[src/rtl/rx_symbol_demux.sv]
// Receive symbol demultiplexer.
// Classifies the received byte stream into packet payload (STP/SDP ... END/EDB),
// COM-led ordered sets (SKP/FTS/IDL) and framing errors. Every output is
// registered, so the response to a sampled byte appears on the following edge.
//
// Handshake: there is no back-pressure. valid_in qualifies D_in as a data byte
// (1) or a control character (0) on every clock. data_valid marks D_out as a
// payload byte for exactly one cycle, and the downstream buffer must accept it.
module rx_symbol_demux #(
   parameter int MAX_LEN = 1024,
   parameter int LEN_W   = 11,
   parameter int OS_SYMS = 3
) (
   input  logic             clk,
   input  logic             reset,
   input  logic [7:0]       D_in,
   input  logic             valid_in,
   output logic [7:0]       D_out,
   output logic             data_valid,
   output logic             pkt_start,
   output logic             pkt_type,
   output logic             pkt_end,
   output logic             pkt_abort,
   output logic [LEN_W-1:0] pkt_len,
   output logic             os_valid,
   output logic [1:0]       os_type,
   output logic             err
);

   localparam logic [7:0] C_STP = 8'hFB;
   localparam logic [7:0] C_SDP = 8'h5C;
   localparam logic [7:0] C_END = 8'hFD;
   localparam logic [7:0] C_EDB = 8'hFE;
   localparam logic [7:0] C_SKP = 8'h1C;
   localparam logic [7:0] C_IDL = 8'h7C;
   localparam logic [7:0] C_FTS = 8'h3C;
   localparam logic [7:0] C_COM = 8'hBC;

   localparam int OSC_W = $clog2(OS_SYMS + 1);

   typedef enum logic [1:0] {
      S_LINK    = 2'd0,
      S_PKT     = 2'd1,
      S_OSET    = 2'd2,
      S_DISCARD = 2'd3
   } state_t;

   state_t             state_q, state_d;
   logic [LEN_W-1:0]   cnt_q, cnt_d;
   logic [OSC_W-1:0]   os_cnt_q, os_cnt_d;
   logic [OSC_W-1:0]   os_next;
   logic [1:0]         os_cur_q, os_cur_d;
   logic [1:0]         os_code;

   logic [7:0]         d_out_q, d_out_d;
   logic               data_valid_q, data_valid_d;
   logic               pkt_start_q, pkt_start_d;
   logic               pkt_type_q, pkt_type_d;
   logic               pkt_end_q, pkt_end_d;
   logic               pkt_abort_q, pkt_abort_d;
   logic [LEN_W-1:0]   pkt_len_q, pkt_len_d;
   logic               os_valid_q, os_valid_d;
   logic [1:0]         os_type_q, os_type_d;
   logic               err_q, err_d;

   // Map an ordered-set body symbol to its os_type encoding; 00 means "not one".
   always_comb begin
      os_code = 2'b00;
      if (!valid_in) begin
         case (D_in)
            C_SKP:   os_code = 2'b01;
            C_FTS:   os_code = 2'b10;
            C_IDL:   os_code = 2'b11;
            default: os_code = 2'b00;
         endcase
      end
   end

   // Next-state and next-output decode for the framing state machine.
   always_comb begin
      state_d      = state_q;
      cnt_d        = cnt_q;
      os_cnt_d     = os_cnt_q;
      os_cur_d     = os_cur_q;
      os_next      = os_cnt_q + 1'b1;
      d_out_d      = d_out_q;
      data_valid_d = 1'b0;
      pkt_start_d  = 1'b0;
      pkt_type_d   = pkt_type_q;
      pkt_end_d    = 1'b0;
      pkt_abort_d  = 1'b0;
      pkt_len_d    = pkt_len_q;
      os_valid_d   = 1'b0;
      os_type_d    = os_type_q;
      err_d        = 1'b0;

      case (state_q)
         S_LINK: begin
            if (valid_in) begin
               err_d = 1'b1;
            end else begin
               case (D_in)
                  C_STP, C_SDP: begin
                     pkt_start_d = 1'b1;
                     pkt_type_d  = (D_in == C_SDP);
                     cnt_d       = '0;
                     state_d     = S_PKT;
                  end
                  C_COM: begin
                     os_cnt_d = '0;
                     state_d  = S_OSET;
                  end
                  C_SKP, C_IDL, C_FTS: ;
                  default: err_d = 1'b1;
               endcase
            end
         end

         S_PKT: begin
            if (valid_in) begin
               if (cnt_q == LEN_W'(MAX_LEN)) begin
                  // Oversized packet: drop the offending byte and swallow the rest.
                  err_d       = 1'b1;
                  pkt_abort_d = 1'b1;
                  pkt_len_d   = LEN_W'(MAX_LEN);
                  state_d     = S_DISCARD;
               end else begin
                  d_out_d      = D_in;
                  data_valid_d = 1'b1;
                  cnt_d        = cnt_q + 1'b1;
               end
            end else begin
               pkt_len_d = cnt_q;
               case (D_in)
                  C_END: begin
                     pkt_end_d = 1'b1;
                     state_d   = S_LINK;
                  end
                  C_EDB: begin
                     pkt_abort_d = 1'b1;
                     state_d     = S_LINK;
                  end
                  C_STP, C_SDP: begin
                     // Missing terminator: abort the old packet and open the new one.
                     err_d       = 1'b1;
                     pkt_abort_d = 1'b1;
                     pkt_start_d = 1'b1;
                     pkt_type_d  = (D_in == C_SDP);
                     cnt_d       = '0;
                  end
                  C_COM: begin
                     err_d       = 1'b1;
                     pkt_abort_d = 1'b1;
                     os_cnt_d    = '0;
                     state_d     = S_OSET;
                  end
                  default: begin
                     err_d       = 1'b1;
                     pkt_abort_d = 1'b1;
                     state_d     = S_LINK;
                  end
               endcase
            end
         end

         S_DISCARD: begin
            if (!valid_in) begin
               case (D_in)
                  C_END, C_EDB: state_d = S_LINK;
                  C_STP, C_SDP: begin
                     pkt_start_d = 1'b1;
                     pkt_type_d  = (D_in == C_SDP);
                     cnt_d       = '0;
                     state_d     = S_PKT;
                  end
                  C_COM: begin
                     os_cnt_d = '0;
                     state_d  = S_OSET;
                  end
                  default: ;
               endcase
            end
         end

         S_OSET: begin
            if (valid_in) begin
               err_d   = 1'b1;
               state_d = S_LINK;
            end else if (D_in == C_COM) begin
               // A fresh COM restarts the set rather than leaving it.
               err_d    = 1'b1;
               os_cnt_d = '0;
            end else if ((os_cnt_q == '0) ? (os_code != 2'b00) : (os_code == os_cur_q)) begin
               os_cur_d = os_code;
               os_cnt_d = os_next;
               if (os_next == OSC_W'(OS_SYMS)) begin
                  os_valid_d = 1'b1;
                  os_type_d  = os_code;
                  os_cnt_d   = '0;
                  state_d    = S_LINK;
               end
            end else begin
               err_d   = 1'b1;
               state_d = S_LINK;
            end
         end

         default: state_d = S_LINK;
      endcase
   end

   // State, counters and registered outputs; reset drops any packet in flight.
   always_ff @(posedge clk or posedge reset) begin
      if (reset) begin
         state_q      <= S_LINK;
         cnt_q        <= '0;
         os_cnt_q     <= '0;
         os_cur_q     <= 2'b00;
         d_out_q      <= 8'h00;
         data_valid_q <= 1'b0;
         pkt_start_q  <= 1'b0;
         pkt_type_q   <= 1'b0;
         pkt_end_q    <= 1'b0;
         pkt_abort_q  <= 1'b0;
         pkt_len_q    <= '0;
         os_valid_q   <= 1'b0;
         os_type_q    <= 2'b00;
         err_q        <= 1'b0;
      end else begin
         state_q      <= state_d;
         cnt_q        <= cnt_d;
         os_cnt_q     <= os_cnt_d;
         os_cur_q     <= os_cur_d;
         d_out_q      <= d_out_d;
         data_valid_q <= data_valid_d;
         pkt_start_q  <= pkt_start_d;
         pkt_type_q   <= pkt_type_d;
         pkt_end_q    <= pkt_end_d;
         pkt_abort_q  <= pkt_abort_d;
         pkt_len_q    <= pkt_len_d;
         os_valid_q   <= os_valid_d;
         os_type_q    <= os_type_d;
         err_q        <= err_d;
      end
   end

   assign D_out      = d_out_q;
   assign data_valid = data_valid_q;
   assign pkt_start  = pkt_start_q;
   assign pkt_type   = pkt_type_q;
   assign pkt_end    = pkt_end_q;
   assign pkt_abort  = pkt_abort_q;
   assign pkt_len    = pkt_len_q;
   assign os_valid   = os_valid_q;
   assign os_type    = os_type_q;
   assign err        = err_q;

endmodule

[config.mk]
export PLATFORM = sky130hd
export DESIGN_NAME = rx_symbol_demux
export DESIGN_NICKNAME = d
export VERILOG_FILES = /design/src/rtl/rx_symbol_demux.sv
export SDC_FILE = /design/constraint.sdc
export NUM_CORES = 1
export LEC_CHECK = 0
export CAP_MARGIN = 15
export CORE_MARGIN = 5
export CORE_UTILIZATION = 40
export CTS_CLUSTER_SIZE = 24
export DETAILED_ROUTE_END_ITERATION = 12
export PLACE_DENSITY = 0.76
export RECOVER_POWER = 25
export SYNTH_ARGS = -nofsm -noshare
export SYNTH_HDL_FRONTEND = slang
export SYNTH_SLANG_ARGS = --single-unit
[constraint.sdc]
create_clock -name clk -period 2.5 [get_ports clk]
set_input_delay 0.5 -clock clk [delete_from_list [all_inputs] [get_ports clk]]
set_output_delay 0.5 -clock clk [all_outputs]
set_load 0.02 [all_outputs]
==> impl_results.md <==
* CTS Root Cell: clkbuf_8
* Initial DRC count at about 170
* Antenna violations before repair at 0
* EDFF count, synth at 0
* Ys Warns at 0
* Max Freq at 410 MHz
* Total Routing Usage GR at 0.158
* Worst min path class: reg -> reg
* Kind of critical path: reg -> reg
* Worst hold slack at ~0.51 ns
* Number of synthesized register bits at 45
* CTS tree: built
* Slowest-stage cell, CP: a2111oi_4
* Area Overhead vs Synth at 34.0%
* Max Slew Vio Count at 0
* I/O pin count at 39
* Die Y at 89.8 um
* Req. time, crit path at 2.68 ns
* Mapped Avg Cell Area at between 9 and 10 um2
* Worst-path clk slew at roughly 0.080 ns
* Power Density at 954 nW/um2
* WL final at approximately 6300 um
* Share of layout cells above drive strength 1 at 0.260
* Setup violators final at 0
* Average wire per standard cell at around 16 um
* Initial core utilization at 0.406
* Cell variety after synth at 61
* Most common cell after layout, fill and taps aside: dfrtp_1
* Die W at roughly 90 um
* Number of fill cells at about 550
* Post-Syn Instances at 256
* Post-Syn Area at around 2500 um2
* Global placement routability congestion at between 0.9 and 1
* Worst path cell trace: inv_1, ha_1, and4bb_2, nand3_2, and3_4, a311o_2, a2111oi_4, mux2_4
* Total Die Area at 8070 um2
* Ys async rst share at 1.00
* DRT Pass-1 Iters at 4
* Hold Vio Cnt, Final at 0
* CTS sink count at 45
* Multi-input gate area at approximately 1300 um2
* Post-route ant nets at 0
* Post-layout power at roughly 3.3 mW
* CP max stage delay at ~0.42 ns
* CP Max Fanout at 3
* Post-DP HPWL at ~4500 um
* CTS Buffer Depth at 2
* First-pass GRT wire length at ~11000 um
* Slew headroom at 0.246
* Top FF cell, synth: dfrtp_1
* Most frequent cells in the layout: 45 x dfrtp_1, 40 x buf_4, 36 x clkdlybuf4s50_1
* Seq/Total Area, Yosys at 0.442
* Max IR drop VDD at 474 uV
* Status: finished clean
* PortBufs at 38
* FP Rows at 29
* Storage cell area at approximately 1100 um2
* Arrival time worst endpoint at ~2.6 ns
* RSZ-0062 raised after global routing: true
* Largest net degree at the start of global routing at 46
* Min Clock Period, post-route at between 2 and 2.5 ns
* Vias in the first global route at around 2200
* Routed via count at around 2200
* Core Region at between 6000 and 7000 um2
* Skew final at about 0.0027 ns
* Fin nets at 345
* Total gr overflow at 0
* CTS HTree Levels at 2
* Leakage at ~1.5 nW
* Net Count, Synth at 274
* Worst Setup End Kind: flip-flop
* DRC at 0
* # diodes at 0
* Max-Cap Viols at 0
* Worst Tran Pin Value at between 1 and 1.5 ns
* Final period utilization at 0.976
* Number of CTS-inserted buffers at 5
* Worst-Skew Late Latency at roughly 0.29 ns
* Via density at between 5 and 6
* Startpoint Class: flip-flop
[path summary, 6_finish.rpt]
kind | from | endpoint | slack (ns) | cells after the start
worst min register to register | pkt_len[4]$_DFFE_PP0P_ | pkt_len[4]$_DFFE_PP0P_ | 0.51 | 1
worst max register to register | cnt_q[0]$_DFFE_PP0P_ | state_q[1]$_DFFE_PP0P_ | 0.06 | 8
min in group asynchronous | reset | os_cnt_q[0]$_DFFE_PP0P_ | 1.02 | 3
max in group asynchronous | reset | os_type[0]$_DFFE_PP0P_ | 0.81 | 3
worst max-delay path | cnt_q[0]$_DFFE_PP0P_ | state_q[1]$_DFFE_PP0P_ | 0.06 | 8
worst min-delay path | pkt_len[4]$_DFFE_PP0P_ | pkt_len[4]$_DFFE_PP0P_ | 0.51 | 1
[power breakdown]
part / internal (mW) / leakage [nW] / switching [mW] / total (mW)
clock network: 0.291 / 0.0540 / 0.237 / 0.527
logic: 0.779 / 0.836 / 0.851 / 1.63
registers: 0.945 / 0.567 / 0.157 / 1.10
total: 2.02 / 1.46 / 1.24 / 3.26
[timing repair]
action	in CTS	in global routing
resized for setup	8	6
hold buffers	0	0
endpoints found under the setup margin	4	4
pin swaps	2	3
buffers inserted	0	3
[layout make-up]
| class | count | area share |
|---|---|---|
| Multi-Input combinational cell | 182 | 0.394 |
| Clock buffer | 5 | 0.0201 |
| Sequential cell | 45 | 0.330 |
| Tap cell | 77 | 0.0282 |
| Timing Repair Buffer | 80 | 0.204 |
| Clock inverter | 2 | 0.0103 |
| Inverter | 13 | 0.0143 |
[sequential cells by signal, indices dropped and copies added (netlist names)]
name and cells:
pkt_start 1, pkt_abort 1, D_out 8, state_q 2, cnt_q 11, err 1
os_cur_q 2, os_type 2, os_cnt_q 2, pkt_end 1, data_valid 1, os_valid 1
pkt_type 1, pkt_len 11
[logic make-up (layout without fill, tap and decap cells)]
kind of cell | count (synthesis) | in the layout | share of synthesized area
AOI/OAI and AO/OA | 72 | 72 | 0.206
xor gates and xnor gates | 2 | 2 | 0.00687
adders and majority gates | 7 | 7 | 0.0343
buffers and inverters | 29 | 100 | 0.0554
DFF | 45 | 45 | 0.442
muxes | 15 | 15 | 0.0653
and+or+nand+nor | 86 | 86 | 0.190
[cells in the mapped netlist (3+ instances only)]
master | count | area share
mux2_2 | 11 | 0.049
o21ai_0 | 15 | 0.029
clkbuf_1 | 8 | 0.012
nand3_1 | 6 | 0.012
nand4_1 | 7 | 0.017
nor3_1 | 7 | 0.014
a21oi_1 | 13 | 0.026
clkbuf_2 | 3 | 0.0059
o221ai_1 | 4 | 0.014
nor2_1 | 18 | 0.026
a22o_2 | 3 | 0.012
nand2_1 | 22 | 0.032
inv_1 | 13 | 0.019
dfrtp_1 | 45 | 0.44
o211ai_1 | 4 | 0.012
ha_1 | 7 | 0.034
and3_1 | 4 | 0.0098
a22o_1 | 8 | 0.027
[worst max-delay path, delay by kind of cell (launching register included)]
family          cells  cell delay [ns]
compound gates      2             0.79
flops               1             0.40
fa+ha+maj           1             0.15
buf+inv             1             0.11
mux                 1             0.34
simple gates        3             0.55
[metal layers]
metal  up-vias  global-route usage  routed length, um
met2        49               0.259               3090
met1      1067               0.216               2910
li1       1086                   -                  -
met4         0              0.0302                 55
met3         5              0.0326                246
met5         -                   0                  0
[through the flow]
stage                     setup slack (ns)  cell area, um2  utilization  std cells  TNS, ns
final                               0.0588            3420        0.544        404        0
after global routing               -0.0120            3420        0.544        404  -0.0187
after CTS                           0.0155            3370        0.536        401        0
after detailed placement            -0.327            3230        0.514        394    -1.56
after global placement              -0.245            3230        0.514        394    -1.07
after floorplan                     0.0973            2550            -        256        0
Power figures use the tool's default switching activity.
